$ cat src/rtl/uart_rx_frame_parser_pkg.sv
// Shared definitions for the UART frame parser: FSM states, error codes
// and the default sync bytes, kept here so a TX-side framer can reuse them.
package uart_rx_frame_parser_pkg;

  // Parser states, one per field of the frame.
  typedef enum logic [2:0] {
    S_IDLE  = 3'd0,
    S_HEAD1 = 3'd1,
    S_LEN   = 3'd2,
    S_PAY   = 3'd3,
    S_CSUM  = 3'd4
  } state_e;

  // Abort reasons reported alongside the error pulse.
  typedef enum logic [1:0] {
    ERR_NONE = 2'd0,
    ERR_LEN  = 2'd1,
    ERR_CSUM = 2'd2,
    ERR_TMO  = 2'd3
  } err_e;

  // Default sync bytes that open every frame.
  localparam logic [7:0] HEAD0_DEF = 8'h55;
  localparam logic [7:0] HEAD1_DEF = 8'hAA;

endpackage

$ cat src/rtl/uart_frame_timeout.sv
// Inter-byte idle timer: counts clocks while enabled, restarts on clear,
// and emits a one-cycle expired pulse when TIMEOUT_CYC-1 is reached.
module uart_frame_timeout #(
  parameter int TIMEOUT_CYC = 50000
) (
  input  logic i_clk,
  input  logic i_rst,
  input  logic i_clear,
  input  logic i_enable,
  output logic o_expired
);

  localparam int W = (TIMEOUT_CYC > 1) ? $clog2(TIMEOUT_CYC) : 1;
  localparam logic [W-1:0] LAST = W'(TIMEOUT_CYC - 1);
  localparam logic [W-1:0] ONE  = W'(1);

  logic [W-1:0] count_q;
  logic [W-1:0] count_d;

  // A clear in the same cycle masks expiry, so a late byte always wins.
  assign o_expired = i_enable && !i_clear && (count_q == LAST);

  // Next count: restart on clear or expiry, otherwise step while enabled.
  always_comb begin
    // NOTE: every always_comb output gets a default first so no path leaves it unassigned and infers a latch.
    count_d = count_q;
    if (i_clear || o_expired) begin
      count_d = '0;
    end else if (i_enable) begin
      count_d = count_q + ONE;
    end
  end

  // Counter register.
  always_ff @(posedge i_clk or posedge i_rst) begin
    // NOTE: state is updated with non-blocking assignments so every flop samples pre-edge values.
    if (i_rst) begin
      count_q <= '0;
    end else begin
      count_q <= count_d;
    end
  end

endmodule

$ cat src/rtl/uart_rx_frame_parser.sv
// Frame parser behind the UART receiver: finds 55 AA LEN payload CSUM frames,
// forwards payload cut-through with first/last marks, and reports ok/abort.
module uart_rx_frame_parser
  import uart_rx_frame_parser_pkg::*;
#(
  parameter int                    DATA_WIDTH  = 8,
  parameter logic [DATA_WIDTH-1:0] HEAD0       = HEAD0_DEF,
  parameter logic [DATA_WIDTH-1:0] HEAD1       = HEAD1_DEF,
  parameter int                    MAX_LEN     = 64,
  parameter int                    TIMEOUT_CYC = 50000
) (
  input  logic                  i_clk,
  input  logic                  i_rst,
  input  logic [DATA_WIDTH-1:0] i_rx_data,
  input  logic                  i_rx_valid,
  output logic [DATA_WIDTH-1:0] o_data,
  output logic                  o_valid,
  output logic                  o_first,
  output logic                  o_last,
  output logic [DATA_WIDTH-1:0] o_frame_len,
  output logic                  o_frame_ok,
  output logic                  o_frame_err,
  output logic [1:0]            o_err_code
);

  localparam logic [DATA_WIDTH-1:0] MAX_LEN_B = DATA_WIDTH'(MAX_LEN);
  localparam logic [DATA_WIDTH-1:0] ONE       = DATA_WIDTH'(1);

  state_e                state_q, state_d;
  logic [DATA_WIDTH-1:0] sum_q, sum_d;
  logic [DATA_WIDTH-1:0] cnt_q, cnt_d;
  logic [DATA_WIDTH-1:0] len_q, len_d;
  logic [DATA_WIDTH-1:0] data_q, data_d;
  logic                  valid_q, valid_d;
  logic                  first_q, first_d;
  logic                  last_q, last_d;
  logic                  ok_q, ok_d;
  logic                  err_q, err_d;
  err_e                  err_code_q, err_code_d;

  logic                  tmo_expired;
  logic                  len_bad;
  logic [DATA_WIDTH-1:0] cnt_inc;

  // The timer only runs inside a frame and restarts on every received byte.
  uart_frame_timeout #(
    .TIMEOUT_CYC (TIMEOUT_CYC)
  ) u_timeout (
    .i_clk     (i_clk),
    .i_rst     (i_rst),
    .i_clear   (i_rx_valid || (state_q == S_IDLE)),
    .i_enable  (state_q != S_IDLE),
    .o_expired (tmo_expired)
  );

  assign len_bad = (i_rx_data == '0) || (i_rx_data > MAX_LEN_B);
  assign cnt_inc = cnt_q + ONE;

  // Next-state, checksum, counters and next output values; a byte outranks a timeout.
  always_comb begin
    state_d    = state_q;
    sum_d      = sum_q;
    cnt_d      = cnt_q;
    len_d      = len_q;
    data_d     = data_q;
    valid_d    = 1'b0;
    first_d    = 1'b0;
    last_d     = 1'b0;
    ok_d       = 1'b0;
    err_d      = 1'b0;
    err_code_d = ERR_NONE;

    if (i_rx_valid) begin
      unique case (state_q)
        S_IDLE: begin
          if (i_rx_data == HEAD0) state_d = S_HEAD1;
        end
        S_HEAD1: begin
          if (i_rx_data == HEAD1)      state_d = S_LEN;
          else if (i_rx_data != HEAD0) state_d = S_IDLE;
        end
        S_LEN: begin
          if (len_bad) begin
            err_d      = 1'b1;
            err_code_d = ERR_LEN;
            state_d    = S_IDLE;
          end else begin
            len_d   = i_rx_data;
            sum_d   = i_rx_data;
            cnt_d   = '0;
            state_d = S_PAY;
          end
        end
        S_PAY: begin
          data_d  = i_rx_data;
          valid_d = 1'b1;
          first_d = (cnt_q == '0);
          last_d  = (cnt_inc == len_q);
          sum_d   = sum_q + i_rx_data;
          cnt_d   = cnt_inc;
          if (cnt_inc == len_q) state_d = S_CSUM;
        end
        S_CSUM: begin
          if (i_rx_data == sum_q) begin
            ok_d = 1'b1;
          end else begin
            err_d      = 1'b1;
            err_code_d = ERR_CSUM;
          end
          state_d = S_IDLE;
        end
        default: state_d = S_IDLE;
      endcase
    end else if (tmo_expired) begin
      // A stalled header is not yet a frame, so it is dropped silently.
      if (state_q != S_HEAD1) begin
        err_d      = 1'b1;
        err_code_d = ERR_TMO;
      end
      state_d = S_IDLE;
    end
  end

  // State, datapath and output registers; reset drops everything mid-frame.
  always_ff @(posedge i_clk or posedge i_rst) begin
    if (i_rst) begin
      state_q    <= S_IDLE;
      sum_q      <= '0;
      cnt_q      <= '0;
      len_q      <= '0;
      data_q     <= '0;
      valid_q    <= 1'b0;
      first_q    <= 1'b0;
      last_q     <= 1'b0;
      ok_q       <= 1'b0;
      err_q      <= 1'b0;
      err_code_q <= ERR_NONE;
    end else begin
      state_q    <= state_d;
      sum_q      <= sum_d;
      cnt_q      <= cnt_d;
      len_q      <= len_d;
      data_q     <= data_d;
      valid_q    <= valid_d;
      first_q    <= first_d;
      last_q     <= last_d;
      ok_q       <= ok_d;
      err_q      <= err_d;
      err_code_q <= err_code_d;
    end
  end

  assign o_data      = data_q;
  assign o_valid     = valid_q;
  assign o_first     = first_q;
  assign o_last      = last_q;
  assign o_frame_len = len_q;
  assign o_frame_ok  = ok_q;
  assign o_frame_err = err_q;
  assign o_err_code  = err_code_q;

endmodule

$ cat config.mk
export PLATFORM = sky130hd
export DESIGN_NAME = uart_rx_frame_parser
export DESIGN_NICKNAME = d
export VERILOG_FILES = /design/src/rtl/uart_rx_frame_parser_pkg.sv /design/src/rtl/uart_frame_timeout.sv /design/src/rtl/uart_rx_frame_parser.sv
export SDC_FILE = /design/constraint.sdc
export NUM_CORES = 1
export LEC_CHECK = 0
export CAP_MARGIN = 5
export CORE_UTILIZATION = 30
export CTS_CLUSTER_SIZE = 8
export DETAILED_ROUTE_END_ITERATION = 10
export GPL_ROUTABILITY_DRIVEN = 0
export PLACE_DENSITY = 0.52
export REMOVE_ABC_BUFFERS = 1
export SLEW_MARGIN = 20
export SYNTH_ARGS = -nofsm -noshare
export SYNTH_HDL_FRONTEND = slang
export SYNTH_HIERARCHICAL = 1
export SYNTH_SLANG_ARGS = --single-unit
$ cat constraint.sdc
create_clock -name i_clk -period 2.6 [get_ports i_clk]
set_input_delay 0.52 -clock i_clk [delete_from_list [all_inputs] [get_ports i_clk]]
set_output_delay 0.52 -clock i_clk [all_outputs]
set_load 0.02 [all_outputs]
# ---- Word-level counts from Yosys, hierarchy flattened
# Cells that the tools add are included.
dict set report word_totals {
  regBits 58
  in_bits 11
  word_cells 84
  out_inout_bits 23
}
dict set report op_classes {
  reduce_logical 17
  eq_ne 15
  muxes 35
  n_addsub 3
  order_cmp 1
  n_bitwise 1
}
# op count
set op_table {}
lappend op_table {{two-way mux 16 bit} 2}
lappend op_table {{one-hot mux 8 bit (2 select lines)} 2}
lappend op_table {{two-way mux 3 bit} 6}
lappend op_table {{adder 16 x 1 -> 16 bit, second input constant} 1}
lappend op_table {{== test 16 bit, second input constant} 1}
lappend op_table {{== test 8 bit} 2}
lappend op_table {{zero test 8 bit} 2}
lappend op_table {{two-way mux 8 bit} 2}
lappend op_table {{two-way mux 1 bit} 15}
lappend op_table {{one-hot mux 3 bit (4 select lines)} 1}
lappend op_table {{two-way mux 2 bit} 5}
lappend op_table {{adder 8 x 1 -> 8 bit, second input constant} 1}
lappend op_table {{adder 8 bit} 1}
lappend op_table {{== test 8 x 7 -> 1 bit, second input constant} 1}
lappend op_table {{== test 8 bit, second input constant} 1}
lappend op_table {{> comparator 8 x 7 -> 1 bit, second input constant} 1}
lappend op_table {{inequality test 8 x 7 -> 1 bit, second input constant} 1}
lappend op_table {{== test 3 x 2 -> 1 bit, second input constant} 2}
lappend op_table {{AND reduction 3 bit} 2}
lappend op_table {{nonzero test 2 bit} 3}
lappend op_table {{inequality test 4 bit, second input constant} 1}
lappend op_table {{one-hot mux 2 bit (2 select lines)} 1}
lappend op_table {{AND reduction 4 bit} 1}
lappend op_table {{== test 3 x 1 -> 1 bit, second input constant} 1}
lappend op_table {{13 further kinds} 16}

# ---- Logic depth before layout (Yosys ltp)
# Gate-level depths: netlist (run 1).
dict set report logic_depth {
  depth_word 7
  depth_mapped 9
}

# ---- Cells and area by module
# Netlist (run 1), hierarchy kept.
# mod instances cells_per_inst area_per_inst_um2
set modules_own_cells {}
lappend modules_own_cells {uart_rx_frame_parser 1 274 2498.6}
lappend modules_own_cells {uart_frame_timeout 1 86 877.1}

# ---- Worst setup path before layout (run 1)
# Ideal clock, no wire load.
dict set report synth_timing {
  kind {register to register}
  start {register state_q[2]}
  end {register state_q[0]}
  setup_time_ns 0.128
  period_less_slack_ns 2.300
  setup_slack_ns 0.300
  arrival_ns 2.172
  path_stages_with_launch 10
  required_ns 2.472
  n_path_buf 1
  cell_sequence {dfrtp_1 -> clkbuf_1 -> or3_1 -> and4_2 -> nand4_1 -> nor2_1 -> or2_2 -> o41ai_2 -> mux2i_1 -> o21ai_0}
}
dict set report synth_via {
  elab_chain_len 7
}
# element line_no
set synth_lines {}
lappend synth_lines {{start: declaration} uart_rx_frame_parser.sv:29} ;# state_e state_q, state_d;
lappend synth_lines {{start signal: assignment} uart_rx_frame_parser.sv:139} ;# state_q <= state_d;
lappend synth_lines {{zero test 3 bit} uart_rx_frame_parser.sv:51} ;# .i_clear (i_rx_valid || (state_q == S_IDLE)),
lappend synth_lines {{logical OR 1 bit} uart_rx_frame_parser.sv:51}
lappend synth_lines {{zero test 1 bit} uart_frame_timeout.sv:21} ;# assign o_expired = i_enable && !i_clear && (count_q == LAST);
lappend synth_lines {{logical AND 1 bit * (2 in series)} uart_frame_timeout.sv:21}
lappend synth_lines {{named net tmo_expired} uart_rx_frame_parser.sv:41} ;# logic tmo_expired;
lappend synth_lines {{nonzero test 2 bit (no line) *} --}
lappend synth_lines {{AND reduction 4 bit (no line) *} --}
# Mark *: on every way through the listed nets, which the timed path passes. The rest lies on a longest branch.
# A chain may end at the register's enable or synchronous reset.

# ---- Worst setup path after layout (run 1)
dict set report layout_timing {
  start {input port i_rx_data[1]}
  end {register sum_q[7]}
}
dict set report layout_via {
  elab_chain_len 4
}
# element line_no
set layout_lines {}
lappend layout_lines {{start: declaration} uart_rx_frame_parser.sv:14} ;# input logic [DATA_WIDTH-1:0] i_rx_data,
lappend layout_lines {{> comparator 8 x 7 -> 1 bit or zero test 8 bit (tied branches)} uart_rx_frame_parser.sv:56} ;# assign len_bad = (i_rx_data == '0) || (i_rx_data > MAX_LEN_B);
lappend layout_lines {{logical OR 1 bit} uart_rx_frame_parser.sv:56}
lappend layout_lines {{inequality test 2 bit (no line)} --}
lappend layout_lines {{AND reduction 3 bit (no line)} --}
lappend layout_lines {{end signal: assignment} uart_rx_frame_parser.sv:140} ;# sum_q <= sum_d;
lappend layout_lines {{end: declaration} uart_rx_frame_parser.sv:30} ;# logic [DATA_WIDTH-1:0] sum_q, sum_d;
# Parallel ways exist; a longest one is shown, timed or not.

==> impl_results.md, run 1 <==
- Synth area leader: dfrtp_1
- Hold Path Depth: 2
- Crit-path slowest cell: clkdlybuf4s50_1
- Port bufs: 33
- Peak fanout along the critical path: 7
- Sequential area share after synthesis: 43.0%
- Maxcap violations: 0
- CP Data Required Time: 2.82 ns
- Mapped Avg Cell Area: 9.38 um2
- Status: completed
- DR vias: 2827
- Hold WC Path Type: flip-flop to flip-flop
- Largest stage delay, worst path: 0.63 ns
- Initial antenna violation count: 0
- Net Switching: 0.597 mW
- Count leader, synth: dfrtp_1
- Root buffer cell: clkbuf_8
- Design Power: 2.09 mW
- Hold Startpoint: o_data[5]$_DFFE_PP0P_
- Maximum vdd ir drop: 0.223 mV
- Setup TNS: 0 ns
- Post-Syn Instances: 360
- Largest cells by area after synthesis: dfrtp_1, nand2_1, xnor2_1
- Global-route congestion overflow total: 0
- #FFs+latches synth: 58
- Synth Flop Type: dfrtp_1
- Initial detailed-routing violation count: 97
- Kind of critical path: input pin to flip-flop
- Period Utilization, post-route: 92.2%
- N_diodes: 0
- Max-slew violations: 0
- CTS Buf Count: 9
- Setup crit end kind: flip-flop
- Core area: 10900 um2
- Post-synth cell types: 57
- Num rows: 38
- Die Ht: 108 um
- P_int: 1.50 mW
- Area occupied by registers: 1450 um2
- Ordered list of cells on the worst path: clkdlybuf4s50_1, ha_1, a21oi_1, o2111ai_1, and3_1, or2_2, o311ai_0
- Synth cell count leaders: dfrtp_1, nand2_1, nor2_1
- Area Growth Syn to Fin: 24.8%
- Mapped cell area: 3380 um2
- Antenna viol nets, final: 0
- Ys Warns: 6
- Clock Path Buffers: 2
- Fin util: 38.7%
- Layout cells sized above 1: 17.3%
- Final setup violation count: 0
- Cells on worst reg2reg path: 8
- Post-synth ARST share: 100%
- RSZ-0062 raised after global routing: no
- Post-CTS Setup Repair Bufs: 0
- Final Hold Fails: 0
- F_max: 417 MHz
- Flop pwr share: 45.7%
- Switching share of power: 28.5%
- Die Width: 108 um
- Power share of the clock group: 39.6%
- Drt pass-1 iters: 4
- Worst Hold End: o_data[5]$_DFFE_PP0P_
- Vias in the first global route: 2801
- Worst R2R Start: state_q[1]$_DFFE_PP0P_
- Via density: 5.04
- Reg2reg end: state_q[0]$_DFFE_PP0P_
- Worst skew pair latency: 0.34 ns
- I/O pins: 34
- Detailed placement HPWL: 6.07 mm
- Critical path launch point type: input pin
- Largest net degree at the start of global routing: 43
- Final nets: 438
- CTS sink count: 58
- Area of the die: 11700 um2
- Crit path time final: 2.40 ns
- DR WL/cell: 14.8 um
- Max-slew headroom: 58.8%
- WL final: 8.29 mm
- Worst R2R Setup Slack: 0.36 ns
- Critical Path Start: i_rx_data[1]
- Footprint of the multi-input gates: 1780 um2
- Post-CTS sizing: 0
- Fill cells: 1090
- Starting Density: 31.0%
- Critical path arrival: 2.62 ns
- Drt drc: 0
- Post-synth top area share: 43.0%
- Combinational power share: 14.7%
- Global Route Usage Sum: 15.4%
- TritonCTS clock tree: built
- Clock skew: 0.0135 ns
- Clk slew on worst S/H paths: 0.08 ns
- PD cells: 497 nW/um2
- Hold buffer count at cts: 0
- Worst-Margin Slew: 0.617 ns
- Post-synth EDFFs: 0
- Global-route wire length before repair: 13.9 mm
- P_leak: 1.79 nW
- Htree depth: 3
[how the worst max path moves through the flow]
stage,endpoint,slack (ns)
5_1_grt,sum_q[7]$_DFFE_PP0P_,0.04
3_5_place_dp,sum_q[7]$_DFFE_PP0P_,-0.15
2_1_floorplan,state_q[0]$_DFFE_PP0P_,0.36
3_3_place_gp,sum_q[7]$_DFFE_PP0P_,-0.04
4_1_cts,sum_q[7]$_DFFE_PP0P_,0.25
6_report,sum_q[7]$_DFFE_PP0P_,0.20
[cell families (layout without fill, tap and decap cells)]
group / after synthesis / in the layout / share of synthesized area (%)
compound gates: 61 / 61 / 12.5
xor+xnor: 26 / 26 / 6.75
fa+ha+maj: 11 / 11 / 4.30
buf+inv: 32 / 93 / 4.37
flops: 58 / 58 / 43.0
mux: 12 / 12 / 3.85
simple gates: 160 / 160 / 25.3
[layout by cell type, fill, tap and decap left out, types with 3 or more instances in the layout]
master	instances
nor2_1	26
o2111ai_1	4
xor2_1	8
dfrtp_1	58
nor4_1	8
mux2i_1	4
ha_1	10
a31o_2	3
nor2b_1	6
o31ai_1	4
nor2_2	5
o21ai_0	24
nand3_1	10
a21oi_1	7
or3_1	4
xnor2_1	18
nand2_1	50
or2_2	3
and3_1	7
nand4_1	8
nor4_2	3
mux2_2	8
clkbuf_8	9
clkdlybuf4s50_1	33
inv_1	15
nor3_1	14
buf_4	27
[registers in the layout, summed over array words and instances, names as in the netlist, 2 cells and up]
name               flops
cnt_q                  8
o_data                 8
o_err_code             2
o_frame_len            8
state_q                3
sum_q                  8
u_timeout/count_q     16
[per-stage QoR]
step                cells  instance area, um2  hold WS, ns  setup WS [ns]
floorplan             344                3290        0.434          0.364
global placement      545                4020        0.466        -0.0384
detailed placement    545                4020        0.470         -0.155
CTS                   561                4210        0.489          0.251
global route          561                4210        0.512         0.0403
finish                561                4210        0.490          0.203
[layer usage]
layer | share of wire, % | global-route usage, %
met1 | 45 | 19.4
met2 | 49 | 25.2
met3 | 4.8 | 4.52
met4 | 1.2 | 4.99
met5 | 0 | 0
[area by class of cell]
type / count / area share [%]
inverter: 16 / 1.43
multi-input combinational: 270 / 42.2
clock inverter: 6 / 1.60
timing repair buffer: 61 / 13.1
sequential: 58 / 34.5
clock buffer: 10 / 3.03
tap: 140 / 4.16
[critical path, delay by kind of cell]
| family | cells | cell delay [ns] |
|---|---|---|
| AND/OR/NAND/NOR | 2 | 0.50 |
| buffers and inverters | 1 | 0.63 |
| adder cells (fa/ha/maj) | 1 | 0.30 |
| AO/OA/AOI/OAI | 3 | 0.66 |
[power by group through the flow]
stage	Sequential, mW	Clock, mW	Combinational, mW
2_1_floorplan	0.972	0	0.183
3_3_place_gp	0.975	0	0.309
3_5_place_dp	0.975	0	0.312
4_1_cts	0.958	0.862	0.313
5_1_grt	0.965	0.902	0.347
6_report	0.958	0.829	0.308
(Power assumes the default switching activity.)
==> inputs of run 2 (changes only) <==
--- a/config.mk
+++ b/config.mk
@@ -10,10 +10,9 @@
 export CTS_CLUSTER_SIZE = 8
 export DETAILED_ROUTE_END_ITERATION = 10
 export GPL_ROUTABILITY_DRIVEN = 0
-export PLACE_DENSITY = 0.52
+export PLACE_DENSITY = 0.53
 export REMOVE_ABC_BUFFERS = 1
 export SLEW_MARGIN = 20
 export SYNTH_ARGS = -nofsm -noshare
 export SYNTH_HDL_FRONTEND = slang
-export SYNTH_HIERARCHICAL = 1
 export SYNTH_SLANG_ARGS = --single-unit
==> constraint.sdc (replaced) <==
create_clock -name i_clk -period 2.3 [get_ports i_clk]
set_input_delay 0.46 -clock i_clk [delete_from_list [all_inputs] [get_ports i_clk]]
set_output_delay 0.46 -clock i_clk [all_outputs]
set_load 0.02 [all_outputs]
==> run 2 against run 1 <==
Net effect: area after synthesis fell by 3.0%; sequential cell count is the same; register-to-register slack worse by 0.23 ns; combinational power grew 120%; sequential power is 21% higher; worst setup slack worse by 0.15 ns; synthesized cell count is 2.2% lower; hold slack lost 0.011 ns; cell count increased by 0.53%; clock skew down 0.0044 ns; utilization up 2.8 points; wire length down 0.78%.
==> impl_results.md, run 2 <==
- Status: completed
- Global-route congestion overflow total: 0
- Critical path launch point type: input pin
- Final nets: 445
- Synth Flop Type: dfrtp_1
- Post-synthesis compound-gate area fraction: 12.8%
- Post-Syn Instances: 352
- Initial antenna violation count: 0
- Drt pass-1 iters: 4
- Clock Path Buffers: 2
- Critical path arrival: 2.47 ns
- Initial detailed-routing violation count: 121
- CP Data Required Time: 2.52 ns
- Post-synth top area share: 44.3%
- Post-synth cell types: 56
- DR WL/cell: 14.6 um
- Htree depth: 3
- Peak fanout along the critical path: 8
- Ys Warns: 0
- Num rows: 37
- Hold buffer count at cts: 0
- WL final: 8.23 mm
- Die Width: 106 um
- Sequential area share after synthesis: 44.3%
- Setup crit end kind: flip-flop
- Antenna viol nets, final: 0
- Placed cell count: 547
- Most frequent cells in the layout: dfrtp_1, nand2_1, buf_4, nor2_1, clkdlybuf4s50_1
- Area Growth Syn to Fin: 32.4%
- Worst skew pair latency: 0.34 ns
- Place WS: -0.414 ns
- Worst-Margin Slew: 0.483 ns
- Root buffer cell: clkbuf_8
- Mapped cell area: 3280 um2
- #FFs+latches synth: 58
- Placed inst area: 4060 um2
- Clk slew on worst S/H paths: 0.07 ns
- Hold WC Path Type: flip-flop to flip-flop
- Crit-path slowest cell: clkdlybuf4s50_1
- Synth cell count leaders: dfrtp_1, nand2_1, nor2_1
- P_leak: 1.89 nW
- GR peak layer: met2
- N_diodes: 0
- Port bufs: 33
- Crit path time final: 2.25 ns
- Drt drc: 0
- Buf+Inv Stages, Crit Path: 2
- Max-slew violations: 0
- CTS sink count: 58
- Fin Hold WS: 0.478 ns
- Maxcap violations: 0
- Final Hold Fails: 0
- Largest stage delay, worst path: 0.43 ns
- Synth Area in Adders: 4.43%
- Global Route Usage Sum: 15.7%
- Detailed placement HPWL: 5.77 mm
- Top reg by flops: u_timeout.count_q
- Final setup violation count: 0
- F_max: 445 MHz
- Largest register FFs: 16
- Fill cells: 1062
- Count leader, synth: dfrtp_1
- Max-slew headroom: 67.0%
- Kind of critical path: input pin to flip-flop
- Design Power: 2.78 mW
- CTS Buf Count: 9
- Setup TNS: 0 ns
- XOR/XNOR Fraction of Synth Area: 6.68%
- Period Utilization, post-route: 97.8%
- Worst R2R Setup Slack: 0.13 ns
- DR vias: 2766
- Met3 usage: 3.31%
- Core area: 10500 um2
- Vias in the first global route: 2689
- Starting Density: 31.3%
- Fin area: 4340 um2
- Global-route wire length before repair: 13.8 mm
- Mapped Avg Cell Area: 9.31 um2
- Post-synth ARST share: 100%
- TritonCTS clock tree: built
- Ordered list of cells on the worst path: clkdlybuf4s50_1, or3_4, o21ai_2, or3b_4, nor3_4, buf_12, mux2_4
- Met2 usage: 23.5%
- Multiplexer share of the synthesized area: 3.82%
- Via density: 4.90
- Die Ht: 106 um
- Most common cell after layout, fill and taps aside: dfrtp_1
- Fin util: 41.5%
- Met1 Use GR: 22.4%
- Non-Filler Instances: 564
- Delay-heaviest family, CP: simple AND/OR/NAND/NOR gates
- Layout cells sized above 1: 20.1%
- Final setup margin: 0.0509 ns
- Post-synth EDFFs: 0
- PD cells: 641 nW/um2
- I/O pins: 34
- Largest net degree at the start of global routing: 59
- Simple logic cell fraction of the synthesized area: 24.1%
- Synth area leader: dfrtp_1
- Area of the die: 11300 um2
- Largest cells by area after synthesis: dfrtp_1, nand2_1, xnor2_1
- Maximum vdd ir drop: 0.225 mV
- Largest family of logic cells by synthesized area: simple AND/OR/NAND/NOR gates
- Clock skew: 0.00918 ns
[run 2: cell types whose count changed after synthesis, moves of 5 or more]
cell | before | now
a21oi_1 | 7 | 14
buf_2 | 7 | 1
clkbuf_1 | 6 | 14
mux2_2 | 8 | 0
mux2_4 | 0 | 7
nand2_1 | 50 | 43
nor2_1 | 26 | 32
nor2_2 | 5 | 0
o21ai_0 | 24 | 19
o21ai_1 | 0 | 5
[run 2: worst reg2reg max path, cell delays in order (launching register included)]
cell      delay (ns)
dfrtp_1         0.42
or4b_2          0.72
nor4_4          0.34
o32ai_1         0.17
a2111o_1        0.36
nand3_1         0.09
[run 2: worst paths after layout]
| path | from | end | cells after the start |
|---|---|---|---|
| max | i_rx_data[2] | o_frame_len[2]$_DFFE_PP0P_ | 7 |
| min | o_data[2]$_DFFE_PP0P_ | o_data[2]$_DFFE_PP0P_ | 2 |
| max reg2reg | u_timeout.count_q[7]$_DFFE_PP0P_ | state_q[0]$_DFFE_PP0P_ | 5 |
| min reg2reg | o_data[2]$_DFFE_PP0P_ | o_data[2]$_DFFE_PP0P_ | 2 |
| max in group asynchronous | i_rst | o_frame_len[4]$_DFFE_PP0P_ | 3 |
| min in group asynchronous | i_rst | cnt_q[6]$_DFFE_PP0P_ | 3 |
[run 2: cell type report]
type | instances | area, um2 | area share (%)
Multi-Input combinational cell | 263 | 1770 | 40.7
Clock inverter | 6 | 67.6 | 1.56
Timing Repair Buffer | 76 | 699 | 16.1
Sequential cell | 58 | 1450 | 33.5
Tap cell | 136 | 170 | 3.92
Inverter | 15 | 56.3 | 1.30
Clock buffer | 10 | 128 | 2.94
[run 2: power breakdown]
part | switching (mW) | internal, mW | total [mW] | leakage, nW
clock | 0.452 | 0.502 | 0.954 | 0.0925
sequential | 0.0674 | 1.09 | 1.16 | 0.799
combinational | 0.337 | 0.330 | 0.666 | 1.00
total | 0.856 | 1.92 | 2.78 | 1.89
[run 2: cells by family after synthesis]
| family | count (synthesis) |
|---|---|
| compound gates | 66 |
| simple gates | 152 |
| flops | 58 |
| buf+inv | 31 |
| fa+ha+maj | 11 |
| xor+xnor | 25 |
| mux | 9 |
[run 2: routing by layer]
metal	up-vias	wire length, um
li1	1379	-
met3	6	253
met4	0	79
met2	46	3810
met5	-	0
met1	1335	4090
[run 2: what timing repair did]
item                                    in CTS  in global routing
resized for setup                            3                 14
pin swaps                                    0                  3
buffers inserted                             0                  1
endpoints found under the setup margin      11                 15
==> inputs of run 3 (changes only) <==
--- a/config.mk
+++ b/config.mk
@@ -11,7 +11,6 @@
 export DETAILED_ROUTE_END_ITERATION = 10
 export GPL_ROUTABILITY_DRIVEN = 0
 export PLACE_DENSITY = 0.53
-export REMOVE_ABC_BUFFERS = 1
 export SLEW_MARGIN = 20
 export SYNTH_ARGS = -nofsm -noshare
 export SYNTH_HDL_FRONTEND = slang
==> constraint.sdc (replaced) <==
create_clock -name i_clk -period 2.73 [get_ports i_clk]
set_input_delay 0.546 -clock i_clk [delete_from_list [all_inputs] [get_ports i_clk]]
set_output_delay 0.546 -clock i_clk [all_outputs]
set_load 0.02 [all_outputs]
==> run 3 against run 2 <==
Net effect: worst setup slack better by 0.24 ns; critical path depth grew 1; total power shrank 19%; sequential power shrank 15%; first-iteration DRC count rose by 3.3%; clock-buffer cell count grew 1; sequential share of layout area is 1.7 points higher; critical endpoint is now o_frame_err$_DFF_PP0_; largest cell class unchanged; largest power group unchanged.
==> impl_results.md, run 3 (synthesis gave the netlist of run 2 again) <==
- I/O pins: 34
- DR WL/cell: 14.6 um
- Global-route congestion overflow total: 0
- Power share of the clock group: 35.8%
- N_diodes: 0
- Crit-path slowest cell: clkdlybuf4s50_1
- Maxcap violations: 0
- Setup TNS: 0 ns
- Largest stage delay, worst path: 0.45 ns
- Maximum vdd ir drop: 0.245 mV
- Combinational power share: 20.6%
- TritonCTS clock tree: built
- Worst-Margin Slew: 0.625 ns
- Max-slew violations: 0
- Fin util: 39.5%
- CTS sink count: 58
- P_leak: 1.79 nW
- Drt pass-1 iters: 4
- Setup crit end kind: flip-flop
- Final setup margin: 0.292 ns
- Crit path time final: 2.44 ns
- Flop pwr share: 43.6%
- Period Utilization, post-route: 89.3%
- Post-synthesis net count: 374
- DR vias: 2686
- Hold WC Path Type: flip-flop to flip-flop
- Most common cell after layout, fill and taps aside: dfrtp_1
- Hold buffer count at cts: 0
- Critical path launch point type: input pin
- Global Route Usage Sum: 15.4%
- Initial detailed-routing violation count: 125
- Layout cells sized above 1: 13.7%
- Fin Hold WS: 0.484 ns
- Htree depth: 3
- Die Width: 106 um
- Port bufs: 33
- Most frequent cells in the layout: dfrtp_1, nand2_1, clkdlybuf4s50_1, nor2_1, buf_4
- Kind of critical path: input pin to flip-flop
- Switching share of power: 29.8%
- Root buffer cell: clkbuf_8
- Net Switching: 0.673 mW
- Clock Path Buffers: 2
- Peak fanout along the critical path: 4
- Status: completed
- Worst skew pair latency: 0.35 ns
- PD cells: 548 nW/um2
- Fill cells: 1073
- Critical path arrival: 2.66 ns
- Final Hold Fails: 0
- Worst R2R Setup Slack: 0.44 ns
- Die Ht: 106 um
- Detailed placement HPWL: 5.70 mm
- Clk slew on worst S/H paths: 0.07 ns
- Core area: 10500 um2
- Global-route wire length before repair: 13.4 mm
- Top reg by flops: u_timeout.count_q
- Area of the die: 11300 um2
- Post-CTS Setup Repair Bufs: 0
- Footprint of the multi-input gates: 1700 um2
- Antenna viol nets, final: 0
- Post-CTS sizing: 0
- CTS Buf Count: 9
- Initial antenna violation count: 0
- RSZ-0062 raised after global routing: no
- Largest register FFs: 16
- Max-slew headroom: 58.3%
- WL final: 7.95 mm
- Area occupied by registers: 1450 um2
- Starting Density: 31.3%
- Vias in the first global route: 2657
- Most common cell on crit path: a21oi_1
- Largest net degree at the start of global routing: 33
- Final setup violation count: 0
- Place WS: -0.0661 ns
- Ordered list of cells on the worst path: clkdlybuf4s50_1, or3_1, o21ai_1, or3b_1, buf_4, a21oi_1, a21oi_1, or2_2
- CP Data Required Time: 2.95 ns
- Drt drc: 0
- Final nets: 427
- Via density: 4.92
- Num rows: 37
- Area Growth Syn to Fin: 26.0%
- P_int: 1.59 mW
- F_max: 410 MHz
- Clock skew: 0.0134 ns
==> run 3: cell count changes in the layout (fill, tap and decap cells not counted), sizes merged <==
cell	delta
clkinvlp	-2
clkinv	+1
clkdlybuf4s50	+2
dlymetal6s2s	-2
clkbuf	+1
buf	-18
==> run 3: final timing paths <==
| check | start | end | depth (start not counted) |
|---|---|---|---|
| setup / recovery | i_rx_data[3] | o_frame_err$_DFF_PP0_ | 8 |
| hold / removal | o_data[0]$_DFFE_PP0P_ | o_data[0]$_DFFE_PP0P_ | 2 |
| setup reg to reg | u_timeout.count_q[10]$_DFFE_PP0P_ | state_q[0]$_DFFE_PP0P_ | 6 |
| hold reg to reg | o_data[0]$_DFFE_PP0P_ | o_data[0]$_DFFE_PP0P_ | 2 |
| max in group asynchronous | i_rst | o_frame_len[2]$_DFFE_PP0P_ | 3 |
| min in group asynchronous | i_rst | u_timeout.count_q[14]$_DFFE_PP0P_ | 2 |
==> run 3: power by group through the flow <==
stage	sequential, mW	combinational (mW)	clock [mW]
2_1_floorplan	1.01	0.283	0
3_3_place_gp	1.00	0.463	0
3_5_place_dp	1.00	0.471	0
4_1_cts	0.986	0.473	0.831
5_1_grt	0.998	0.520	0.873
6_report	0.987	0.466	0.809
==> run 3: cell type report <==
cell class	instances	share of cell area [%]
sequential	58	35.2
clock buffer	11	3.43
tap	136	4.12
multi-input combinational	263	41.2
timing repair buffer	58	13.5
clock inverter	5	1.30
inverter	15	1.36
==> run 3: critical path, delay by kind of cell <==
family,cells,cell delay (ns)
AND/OR/NAND/NOR,3,1.16
buffers and inverters,2,0.63
AO/OA/AOI/OAI,3,0.33
==> run 3: layer usage <==
layer | track usage [%] | vias up | share of wire [%]
met5 | 0 | - | 0
met4 | 7.73 | 0 | 2.3
met3 | 2.45 | 12 | 3.4
met2 | 22.6 | 51 | 43
met1 | 21.9 | 1277 | 51
li1 | - | 1346 | -
==> run 3: stage by stage <==
step | area [um2] | std cells | total power, mW
floorplan | 3280 | 352 | 1.29
global placement | 3930 | 530 | 1.46
detailed placement | 3930 | 530 | 1.47
CTS | 4130 | 546 | 2.29
global route | 4130 | 546 | 2.39
finish | 4130 | 546 | 2.26
==> RTL change 1 (settings of run 2) <==
Re-encode `state_e` (5 states) as one-hot, 5 bits wide.
--- a/src/rtl/uart_rx_frame_parser_pkg.sv
+++ b/src/rtl/uart_rx_frame_parser_pkg.sv
@@ -3,12 +3,12 @@
 package uart_rx_frame_parser_pkg;
 
   // Parser states, one per field of the frame.
-  typedef enum logic [2:0] {
-    S_IDLE  = 3'd0,
-    S_HEAD1 = 3'd1,
-    S_LEN   = 3'd2,
-    S_PAY   = 3'd3,
-    S_CSUM  = 3'd4
+  typedef enum logic [4:0] {
+    S_IDLE  = 5'b00001,
+    S_HEAD1 = 5'b00010,
+    S_LEN   = 5'b00100,
+    S_PAY   = 5'b01000,
+    S_CSUM  = 5'b10000
   } state_e;
 
   // Abort reasons reported alongside the error pulse.
Function: no difference found for any inputs over 4 cycles, from zero or initial values and one cycle with i_rst high; so few cycles prove little.
==> RTL change 1 against run 2 <==
Power up 4.4%. Sequential cell count up 2. Routed wire length up 3.0%. Area after synthesis grew 1.7%. Design area grew 3.3%. Utilization fell by 0.13 points. Worst setup slack improved by 8.1 ps. Critical path depth shrank 1.
==> RTL change 1: results <==
[outcome]
status = completed

[yosys]
synthTopCellsByArea = dfrtp_1 (44%), nand2_1 (6.4%), ha_1 (3.8%), o21ai_0 (3.8%), nor2_1 (3.5%)
synth_cell_types = 52
synth_compound_area_share_pct = 13.5
synth_mux_area_share_pct = 4.58
synthTopCellsByCount = dfrtp_1 (59), nand2_1 (57), nor2_1 (31)
synth_fa_ha_area_share_pct = 4.36
syn_inst = 361
synth_xor_area_share_pct = 6.31
ys_warn_count = 0
yosysSeqAreaShare_pct = 45.1
async_flop_share_pct = 100

[clock_network]
clk_path_buf_depth = 2
cts_buffers = 9
clkLatencyLatePin_ps = 360
htreeDepth = 3
clk_pin_slew_ps = 70
clk_root_buffer_cell = clkbuf_8

[drt]
drt-pass1-iter-count = 4
routedWlPerCell_um = 14.3
via_per_inst = 4.94
highest_layer = met4
drtIter0Drc = 182
wl_met2_um = 3940
dr_wl_met3_um = 223
drt_wl_total_um = 8470
drt-met1-wl_um = 4190

[cells_and_area]
num_antenna_cells = 0
final_nets = 470
largest_reg_flops = 16
drive_gt1_share_pct = 22.1
largest_register = u_timeout.count_q

[setup_path]
crit_family = simple AND/OR/NAND/NOR gates
cpMaxStageDelayCell = or3_1
max_stage_delay_ps = 390
cp_max_fo = 3
critPathArrivalTime_ps = 2520

[global_routing]
grt_pass1_vias = 2866
use_met3_pct = 3.33
antenna_found_initial = 0
use_met2_pct = 24.1
met1_usage_pct = 22.2
grt.total_usage_pct = 16.0
grt_pass1_wl_um = 14100
grt_max_degree = 61

[worst_hold_path]
hold_class = in -> async

[place]
hpwl_um = 6030
place_worst_setup_slack_ps = -390
port_buffers = 33
placedCellCount = 577

[run]
drv_cap = 0

[sta]
worst_slew_pin_slew_ps = 420
fin_skew_ps = 14.9

[pwr]
p_leak_uw = 0.00202
ir_drop_v = 0.000244
switching_share_pct = 31.1
[RTL change 1: power groups by stage]
| stage | Clock [µW] | Combinational, µW | Sequential [µW] |
|---|---|---|---|
| 2_1_floorplan | 0 | 399 | 1270 |
| 3_3_place_gp | 0 | 733 | 1240 |
| 3_5_place_dp | 0 | 744 | 1250 |
| 4_1_cts | 927 | 752 | 1230 |
| 5_1_grt | 976 | 855 | 1250 |
| 6_report | 906 | 766 | 1230 |
[RTL change 1: through the flow]
stage | power (µW) | utilization [%] | setup TNS, ps | instance area [µm²]
2_1_floorplan | 1670 | - | -3390 | 3280
3_3_place_gp | 1980 | 38.9 | -7530 | 4220
3_5_place_dp | 1990 | 38.9 | -8710 | 4220
4_1_cts | 2910 | 40.6 | 0 | 4410
5_1_grt | 3080 | 41.3 | -13.5 | 4480
6_report | 2900 | 41.3 | 0 | 4480
[RTL change 1: cell type report]
type,count,area (µm²)
clock buffer,14,173
tap,140,175
clock inverter,2,10.0
fill,1115,6360
sequential,60,1500
timing repair buffer,89,771
multi-input combinational,268,1770
inverter,20,75.1
[RTL change 1: worst paths after layout]
path	slack, ps	startpoint	cells after the start	to
hold / removal	480	i_rst	3	u_timeout.count_q[13]$_DFFE_PP0P_
min in group i_clk	480	o_data[3]$_DFFE_PP0P_	2	o_data[3]$_DFFE_PP0P_
setup / recovery	60	state_q[3]$_DFFE_PP0P_	6	state_q[0]$_DFFE_PP1P_
hold reg to reg	480	o_data[3]$_DFFE_PP0P_	2	o_data[3]$_DFFE_PP0P_
max in group asynchronous	1510	i_rst	3	state_q[0]$_DFFE_PP1P_
setup reg to reg	60	state_q[3]$_DFFE_PP0P_	6	state_q[0]$_DFFE_PP1P_
[RTL change 1: what timing repair did]
action,CTS,global route
pin swaps,0,1
buffers inserted,0,0
resized for setup,1,19
setup endpoints to repair,1,23
==> RTL change 2 (flow settings as in run 2) <==
Without the edit above. The parameter `DATA_WIDTH` goes from 8 to 10.
--- a/src/rtl/uart_rx_frame_parser.sv
+++ b/src/rtl/uart_rx_frame_parser.sv
@@ -3,7 +3,7 @@
 module uart_rx_frame_parser
   import uart_rx_frame_parser_pkg::*;
 #(
-  parameter int                    DATA_WIDTH  = 8,
+  parameter int                    DATA_WIDTH  = 10,
   parameter logic [DATA_WIDTH-1:0] HEAD0       = HEAD0_DEF,
   parameter logic [DATA_WIDTH-1:0] HEAD1       = HEAD1_DEF,
   parameter int                    MAX_LEN     = 64,
Ports: changed (resized i_rx_data, o_data and o_frame_len); port bits go from 34 to 40. The function was not compared with the original's and may differ.
==> RTL change 2 against run 2 <==
Worst setup slack is essentially flat. Area after synthesis grew 12%. Critical path depth did not move. Utilization rose by 1.1 points. Hold slack lost 27 ps. Die area increased by 12%. Routed wire length is 11% higher. Design area is 15% higher. Synthesized cell count grew 11%. Sequential cell count rose by 8. Critical endpoint is now o_frame_len[0]$_DFFE_PP0P_. Largest cell class unchanged.
Power is not compared: it rests on default switching activity, and its combinational part moved more than twofold at a synthesized area within 25%.
==> RTL change 2: results <==
[worst_hold_path]
hold_class = reg -> reg
hp-start = u_timeout.count_q[0]$_DFFE_PP0P_
min_to = u_timeout.count_q[0]$_DFFE_PP0P_
min_path_cells = 1

[yosys]
synth_cell_types = 58
synth_mux_area_share_pct = 2.70
ys_warn_count = 0
synthTopCellsByCount = dfrtp_1 (66), nand2_1 (52), nor2_1 (36)
synth_fa_ha_area_share_pct = 4.65
syn_avg_cell_area_um2 = 9.37
synth_compound_area_share_pct = 14.9
synth_xor_area_share_pct = 7.65
yosysSeqAreaShare_pct = 45.1
synthTopCellsByArea = dfrtp_1 (45%), nand2_1 (5.3%), ha_1 (4.1%), xnor2_1 (4.1%), nor2_1 (3.7%)

[setup_path]
startpoint = i_rx_data[0]
r2r_start = cnt_q[0]$_DFFE_PP0P_
endpoint = o_frame_len[0]$_DFFE_PP0P_
cp_max_fo = 9
ff2ff_setup_slack_ps = 270
ff2ff_path_depth = 7
max_stage_delay_ps = 610
crit_family = buffers and inverters
cpMaxStageDelayCell = a2111o_2

[cells_and_area]
design.seq.count = 66
multi_input_area_share_pct = 38.7
final_nets = 507
drive_gt1_share_pct = 18.5
clock_buffers = 11
area_dominant_class = multi-input combinational cells
n_all_buffers = 95
instances_no_fill = 629
inv_count = 11
final-clk-cell-share_pct = 6.75
seqCellArea_um2 = 1650
n_fill_cell = 1142
layout.nonclk_buf_share_pct = 16.9
num-multi-input-gates = 298

[sta]
fin_skew_ps = 3.77
fin_crit_ps = 2250
hold_ws_ps = 452
worst_slew_pin_slew_ps = 475

[global_routing]
grt.total_usage_pct = 15.9
grt_pass1_wl_um = 15700
grt_max_degree = 32
antenna_found_initial = 0
grt_pass1_vias = 3191

[place]
place_worst_setup_slack_ps = -428
placedCellCount = 613
port_buffers = 39
hpwl_um = 6760

[clock_network]
clk_root_buffer_cell = clkbuf_16
clkLatencyLatePin_ps = 330
cts-resized-gates = 3
clk_pin_slew_ps = 50
cts_buffers = 9

[drt]
drtIter0Drc = 96
via_per_inst = 4.99
routedWlPerCell_um = 14.6

[outcome]
status = completed
## RTL change 2: cell types whose count changed after synthesis, moves of 4 or more
cell             run 2  this run
a211oi_1             4         0
a21o_1               2         7
and2_1               2         8
and3_1               5        11
dfrtp_1             58        66
inv_1               15        10
mux2_2               0         5
mux2_4               7         0
nand2_1             43        52
nor2_1              32        36
o21ai_0             19        27
o21ai_1              5         1
xor2_1              10        15
## RTL change 2: routing by layer
| metal | global-route usage [%] | up-vias | wire [µm] |
|---|---|---|---|
| li1 | - | 1556 | - |
| met3 | 2.38 | 11 | 237 |
| met4 | 7.47 | 0 | 182 |
| met1 | 20.8 | 1522 | 4440 |
| met5 | 0 | - | 0 |
| met2 | 25.8 | 48 | 4310 |
## RTL change 2: metrics by stage
step                area (µm²)  setup TNS (ps)  power, µW
floorplan                 3600           -1020       2650
global placement          4610           -5930       3400
detailed placement        4610           -6580       3420
CTS                       4960               0       5020
global route              4970           -52.8       5300
finish                    4970               0       4980
